File: src/rtl/fft16_pkg.sv
// fft16_pkg: definitions shared across the 16-point FFT chain.
//   DW           default sample component width (signed)
//   NPAIR        input pairs per 16-point frame
//   bank_state_t ping-pong bank life cycle
//   bitrev3      3-bit index bit reversal
package fft16_pkg;

   localparam int DW    = 24;
   localparam int NPAIR = 8;

   typedef enum logic [1:0] {
      BANK_EMPTY,
      BANK_FILLING,
      BANK_FULL,
      BANK_READING
   } bank_state_t;

   function automatic logic [2:0] bitrev3(input logic [2:0] k);
      return {k[0], k[1], k[2]};
   endfunction

endpackage

File: src/rtl/fft16_reorder_bank.sv
// reorder_bank: one reorder buffer bank with NPAIR entries of W bits.
//   clk, rst    clock; rst clears only the read register, not the storage
//   we, waddr, wdata  write port
//   re, raddr         read request; rdata is registered and holds while re is low
module reorder_bank
#(
   parameter int W     = 96,
   parameter int DEPTH = fft16_pkg::NPAIR,
   parameter int AW    = $clog2(DEPTH)
) (
   input  logic          clk,
   input  logic          rst,
   input  logic          we,
   input  logic [AW-1:0] waddr,
   input  logic [W-1:0]  wdata,
   input  logic          re,
   input  logic [AW-1:0] raddr,
   output logic [W-1:0]  rdata
);

   logic [W-1:0] mem [DEPTH];

   always_ff @(posedge clk) begin
      if (we) mem[waddr] <= wdata;
   end

   always_ff @(posedge clk) begin
      if (rst)     rdata <= '0;
      else if (re) rdata <= mem[raddr];
   end

endmodule

File: src/rtl/fft16_reorder.sv
// fft16_reorder: converts the bit-reversed pair stream of a radix-2 16-point
// FFT into natural order using two ping-pong banks.
//   clk, rst                 clock, synchronous active-high reset
//   in_valid, in_first       input pair strobe, frame start (pair k=0)
//   a_r/a_i, b_r/b_i         lane A (bin bitrev3(k)), lane B (bin bitrev3(k)+8)
//   out_valid, out_ready     output handshake
//   lo_r/lo_i, hi_r/hi_i     bins m and m+8; out_idx = m; out_last at m=7
//   err_sync, err_ovf        sticky: in_first mid-frame / frame dropped for lack of a bank
module fft16_reorder
#(
   parameter int DW    = fft16_pkg::DW,
   parameter int NPAIR = fft16_pkg::NPAIR
) (
   input  logic                 clk,
   input  logic                 rst,
   input  logic                 in_valid,
   input  logic                 in_first,
   input  logic signed [DW-1:0] a_r,
   input  logic signed [DW-1:0] a_i,
   input  logic signed [DW-1:0] b_r,
   input  logic signed [DW-1:0] b_i,
   output logic                 out_valid,
   input  logic                 out_ready,
   output logic signed [DW-1:0] lo_r,
   output logic signed [DW-1:0] lo_i,
   output logic signed [DW-1:0] hi_r,
   output logic signed [DW-1:0] hi_i,
   output logic [2:0]           out_idx,
   output logic                 out_last,
   output logic                 err_sync,
   output logic                 err_ovf
);

   import fft16_pkg::*;

   localparam int         PW    = 4 * DW;
   localparam logic [2:0] K_END = 3'(NPAIR - 1);

   bank_state_t bank_st  [2];
   bank_state_t bank_nxt [2];

   logic       wr_sel, wr_active, wr_drop;
   logic [2:0] k;
   logic       rd_sel, rd_busy, q_sel;
   logic [2:0] rd_m;

   logic       hs, adv, free_fire, wr_bank_empty;
   logic       wr_we, start_ok, start_drop, wr_last, sync_err;
   logic [2:0] wr_addr;
   logic       rd_issue, rd_start;
   logic [2:0] rd_addr;

   logic [PW-1:0] wdata, q0, q1, q_mux;

   assign hs        = out_valid & out_ready;
   assign adv       = ~out_valid | out_ready;
   assign free_fire = hs & out_last;
   // A bank released by this cycle's m=7 handshake is already free for a new frame.
   assign wr_bank_empty = (bank_st[wr_sel] == BANK_EMPTY) || (free_fire && (q_sel == wr_sel));

   // Writer decode
   always_comb begin
      wr_we      = 1'b0;
      wr_addr    = bitrev3(k);
      start_ok   = 1'b0;
      start_drop = 1'b0;
      wr_last    = 1'b0;
      sync_err   = 1'b0;
      if (in_valid) begin
         if (in_first) begin
            wr_addr  = '0;
            sync_err = (k != 3'd0);
            if (wr_active) begin
               wr_we = 1'b1;                  // restart in the bank already FILLING
            end else if (wr_bank_empty) begin
               wr_we    = 1'b1;
               start_ok = 1'b1;
            end else begin
               start_drop = 1'b1;
            end
         end else if (wr_active) begin
            wr_we   = 1'b1;
            wr_last = (k == K_END);
         end
      end
   end

   // Reader decode: continue the bank in progress, else take the next FULL bank.
   always_comb begin
      rd_start = adv & ~rd_busy & (bank_st[rd_sel] == BANK_FULL);
      rd_issue = adv & (rd_busy | (bank_st[rd_sel] == BANK_FULL));
      rd_addr  = rd_busy ? rd_m : 3'd0;
   end

   // Bank states; writer updates come last so a same-cycle free then refill lands on FILLING.
   always_comb begin
      bank_nxt = bank_st;
      if (free_fire) bank_nxt[q_sel]  = BANK_EMPTY;
      if (rd_start)  bank_nxt[rd_sel] = BANK_READING;
      if (start_ok)  bank_nxt[wr_sel] = BANK_FILLING;
      if (wr_last)   bank_nxt[wr_sel] = BANK_FULL;
   end

   always_ff @(posedge clk) begin
      if (rst) begin
         bank_st[0] <= BANK_EMPTY;
         bank_st[1] <= BANK_EMPTY;
      end else begin
         bank_st[0] <= bank_nxt[0];
         bank_st[1] <= bank_nxt[1];
      end
   end

   // Write counter; a dropped frame still counts its pairs so the whole frame is skipped.
   always_ff @(posedge clk) begin
      if (rst) begin
         k         <= '0;
         wr_sel    <= 1'b0;
         wr_active <= 1'b0;
         wr_drop   <= 1'b0;
         err_sync  <= 1'b0;
         err_ovf   <= 1'b0;
      end else begin
         err_sync <= err_sync | sync_err;
         err_ovf  <= err_ovf | start_drop;
         if (in_valid) begin
            if (in_first) begin
               k         <= 3'd1;
               wr_active <= wr_active | start_ok;
               wr_drop   <= start_drop;
            end else if (wr_active || wr_drop) begin
               k <= k + 3'd1;
               if (k == K_END) begin
                  wr_active <= 1'b0;
                  wr_drop   <= 1'b0;
                  if (wr_active) wr_sel <= ~wr_sel;
               end
            end
         end
      end
   end

   // Reader / output stage
   always_ff @(posedge clk) begin
      if (rst) begin
         rd_sel    <= 1'b0;
         rd_busy   <= 1'b0;
         rd_m      <= '0;
         q_sel     <= 1'b0;
         out_valid <= 1'b0;
         out_idx   <= '0;
         out_last  <= 1'b0;
      end else if (adv) begin
         out_valid <= rd_issue;
         if (rd_issue) begin
            q_sel    <= rd_sel;
            out_idx  <= rd_addr;
            out_last <= (rd_addr == K_END);
            if (rd_addr == K_END) begin
               rd_busy <= 1'b0;
               rd_sel  <= ~rd_sel;
               rd_m    <= '0;
            end else begin
               rd_busy <= 1'b1;
               rd_m    <= rd_addr + 3'd1;
            end
         end
      end
   end

   assign wdata = {a_r, a_i, b_r, b_i};

   reorder_bank #(.W(PW), .DEPTH(NPAIR)) u_bank0 (
      .clk   (clk),
      .rst   (rst),
      .we    (wr_we & ~wr_sel),
      .waddr (wr_addr),
      .wdata (wdata),
      .re    (rd_issue & ~rd_sel),
      .raddr (rd_addr),
      .rdata (q0)
   );

   reorder_bank #(.W(PW), .DEPTH(NPAIR)) u_bank1 (
      .clk   (clk),
      .rst   (rst),
      .we    (wr_we & wr_sel),
      .waddr (wr_addr),
      .wdata (wdata),
      .re    (rd_issue & rd_sel),
      .raddr (rd_addr),
      .rdata (q1)
   );

   assign q_mux = q_sel ? q1 : q0;
   assign lo_r  = q_mux[4*DW-1 -: DW];
   assign lo_i  = q_mux[3*DW-1 -: DW];
   assign hi_r  = q_mux[2*DW-1 -: DW];
   assign hi_i  = q_mux[DW-1 -: DW];

endmodule

File: config.mk
export PLATFORM = sky130hd
export DESIGN_NAME = fft16_reorder
export DESIGN_NICKNAME = d
export VERILOG_FILES = /design/src/rtl/fft16_pkg.sv /design/src/rtl/fft16_reorder_bank.sv /design/src/rtl/fft16_reorder.sv
export SDC_FILE = /design/constraint.sdc
export NUM_CORES = 2
export LEC_CHECK = 0
export CORE_AREA = 2 2 392 394
export DETAILED_ROUTE_END_ITERATION = 7
export DIE_AREA = 0 0 394 396
export GPL_ROUTABILITY_DRIVEN = 0
export GPL_TIMING_DRIVEN = 0
export HOLD_SLACK_MARGIN = 0.1
export SYNTH_ARGS = -nofsm -noshare
export SYNTH_HDL_FRONTEND = slang
export SYNTH_HIERARCHICAL = 1
export SYNTH_SLANG_ARGS = --single-unit
File: constraint.sdc
create_clock -name clk -period 25.5 [get_ports clk]
set_input_delay 5.1 -clock clk [delete_from_list [all_inputs] [get_ports clk]]
set_output_delay 5.1 -clock clk [all_outputs]
set_load 0.005 [all_outputs]
==> summary.txt <==
Cells and area
  • # fillers: 12,200
  • Most frequent cells in the layout: 1,536 x edfxtp_1, 480 x mux2_2, 387 x mux2i_1
  • Synthesis-to-layout area growth: 17.9%
  • Nets: 4,365
  • Layout cells sized above 1: 24.8%
  • Final Instance Area: 80,100 um^2
  • Commonest non-fill, non-tap cell in the layout: edfxtp_1

Drt
  • Pre-Repair DR Iteration Count: 5
  • Post-route ant nets: 0
  • Mean routed wirelength per cell: 28.3 um
  • Detailed Route WL: 182 mm
  • DRT iter0 DRCs: 2,920
  • Residual DRC count: 0
  • Vias per cell: 5.70
  • Vias: 36,800

Worst setup path
  • Critical Path AT: 3470 ps
  • Nature of the critical path endpoint: output pin
  • Slowest CP cell: buf_2
  • Critical path type: reg -> out
  • Req. time, crit path: 20,400 ps
  • Largest stage delay, worst path: 530 ps
  • CP max FO: 10
  • Crit-path cells: buf_2 -> buf_2 -> buf_2 -> mux2_2 -> clkdlybuf4s50_1
  • Crit-path most repeated cell: buf_2
  • Startpoint Class: register

Clock tree
  • Number of buffers created by CTS: 180
  • CTS Sinks: 1,751
  • CTS Root Cell: clkbuf_16
  • Resized Gates After CTS: 0
  • TritonCTS clock tree: yes
  • H-tree depth: 4
  • Post-CTS Setup Bufs: 0
  • Register clock-pin slew on the reported worst setup and hold paths: 60 ps
  • Cts hold-fix bufs: 0
  • Clk Latency, worst-skew pair: 800 ps
  • CTS Buffer Depth: 3

Floorplanning
  • Total core area: 152,000 um^2
  • # rows: 143
  • I/O pin count: 204
  • Initial Utilization: 44.8%
  • Die height: 396 um
  • Full die area: 156,000 um^2
  • Die span in x: 394 um

Pwr
  • Power consumption: 5.81 mW
  • Maximum VDD drop: 65.6 uV
  • Cell Pwr Density: 72.5 nW/um^2
  • Lkg Pwr: 24.8 nW

Yosys
  • Mapped Avg Cell Area: 18.0 um^2
  • Cell variety after synth: 47
  • Post-synthesis sequential area ratio: 74.3%
  • Synthesized net count: 3,879
  • Cell Area, Synth: 67,900 um^2
  • YS warnings: 6
  • Synth Register Bits: 1,751
  • Mapped Cells: 3,773

Placement
  • Final HPWL DP: 123 mm
  • Placed Area: 74,300 um^2
  • IO buf count: 202

GRT
  • Total track usage: 23.0%
  • Largest net degree at the start of global routing: 26
  • Number of global-route vias before repair: 36,600
  • First-pass GRT wire length: 260 mm
  • Remaining global-route overflow: 0
  • Initial antenna violation count: 22

Flow run
  • Max-cap violation count: 1

Timing
  • Final Hold Fails: 0
  • Crit path time final: 8570 ps
  • Slew @ Worst Pin: 1540 ps
  • Final setup viols: 0
  • RSZ-0062 raised after global routing: no
  • Relative slew slack: -3.31%
  • Final Max Tran Viols: 7
  • Max Fclk: 0.117 GHz
  • Worst Skew: 33.6 ps
  • Setup TNS: 0 ps
  • Period utilization: 33.6%

Min path
  • Hold Crit Class: reg -> reg

Outcome
  • Status: complete, but fails checks
  • Failing checks: capacitance limit, slew limit
==> cells by family (layout without fill, tap and decap cells) <==
family | count (synthesis) | after routing | synth area share (%)
and+or+nand+nor | 276 | 276 | 1.66
xor gates and xnor gates | 2 | 2 | 0.0258
other | 0 | 5 | 0
muxes | 867 | 867 | 13.7
buffers and inverters | 261 | 902 | 2.30
AOI/OAI and AO/OA | 611 | 611 | 7.99
DFF | 1751 | 1751 | 74.3
adders and majority gates | 5 | 5 | 0.0921
==> area by class of cell <==
type	count	area, um^2	share of cell area [%]
Clock inverter	77	754	0.942
Multi-Input combinational cell	1761	16000	20.0
Tap cell	2030	2540	3.17
Inverter	9	33.8	0.0422
Timing Repair Buffer	304	3690	4.61
Buffer	252	1530	1.91
Antenna cell	5	12.5	0.0156
Sequential cell	1751	50400	63.0
Clock buffer	260	5070	6.33
==> path summary, 6_finish.rpt <==
| kind | end | slack (ps) | cells after the start | start |
|---|---|---|---|---|
| min | err_ovf$_SDFF_PP0_ | 440 | 2 | err_ovf$_SDFF_PP0_ |
| max reg2reg | u_bank0/rdata[14]$_SDFFE_PP0P_ | 21240 | 7 | rd_busy$_SDFFE_PP0P_ |
| max | lo_i[18] | 16930 | 5 | q_sel$_SDFFE_PP0P_ |
| min reg2reg | err_ovf$_SDFF_PP0_ | 440 | 2 | err_ovf$_SDFF_PP0_ |
==> per-stage QoR <==
stage | std cells | hold WS [ps] | worst slack [ps] | utilization (%)
6_report | 6449 | 443 | 16930 | 52.8
5_1_grt | 6446 | 468 | 16870 | 52.8
4_1_cts | 6444 | 447 | 16880 | 52.8
3_5_place_dp | 6107 | 438 | 16470 | 49.0
3_3_place_gp | 6005 | 437 | 3660 | 47.8
2_1_floorplan | 3773 | 425 | 12520 | -
==> routing by layer <==
| layer | share of wire, % | global-route usage, % |
|---|---|---|
| met5 | 0.075 | 0 |
| met4 | 2.9 | 7.47 |
| met3 | 6.2 | 3.84 |
| met2 | 48 | 38.1 |
| met1 | 43 | 31.0 |
==> synth_stat cells (all sizes together) <==
cell type	n	area, um^2
a2111oi	1	8.76
a211oi	194	2070
a21oi	16	80.1
a221o	122	1220
a221oi	3	26.3
a222oi	1	10.0
a22oi	71	533
a31o	1	8.76
a32o	1	10.0
a32oi	1	8.76
and2	5	31.3
and3b	1	8.76
buf	128	1060
clkbuf	124	465
dfxtp	215	4300
edfxtp	1536	46100
ha	5	62.6
inv	9	33.8
mux2	480	5410
mux2i	387	3870
nand2	19	71.3
nand2b	9	56.3
nand3	1	5.00
nand4	1	6.26
nand4b	1	8.76
nor2	222	833
nor2b	2	12.5
nor3	7	35.0
nor3b	5	42.5
o21a	1	7.51
o21ai	3	15.0
o21ba	1	10.0
o221ai	70	613
o22ai	122	763
o311ai	1	16.3
o31ai	2	28.8
or2	2	12.5
or3	1	6.26
xnor2	2	17.5
==> report_power, final <==
group | internal (mW) | total [mW] | switching [mW] | leakage, nW
combinational | 0.0325 | 0.102 | 0.0694 | 6.34
sequential | 3.13 | 3.13 | 0.00313 | 15.6
clock | 1.48 | 2.57 | 1.09 | 2.86
==> registers in the layout, indices dropped and copies added (netlist names), 3 cells and up <==
register       count
u_bank0/mem      768
u_bank1/mem      768
u_bank0/rdata     96
u_bank1/rdata     96
bank_st            4
k                  3
out_idx            3
rd_m               3
==> critical path: cells and delay by family (launching register included) <==
kind	cells	cell delay [ps]
buffers and inverters	4	1920
DFF	1	300
muxes	1	430
No activity file was read; power rests on OpenSTA's default activity.
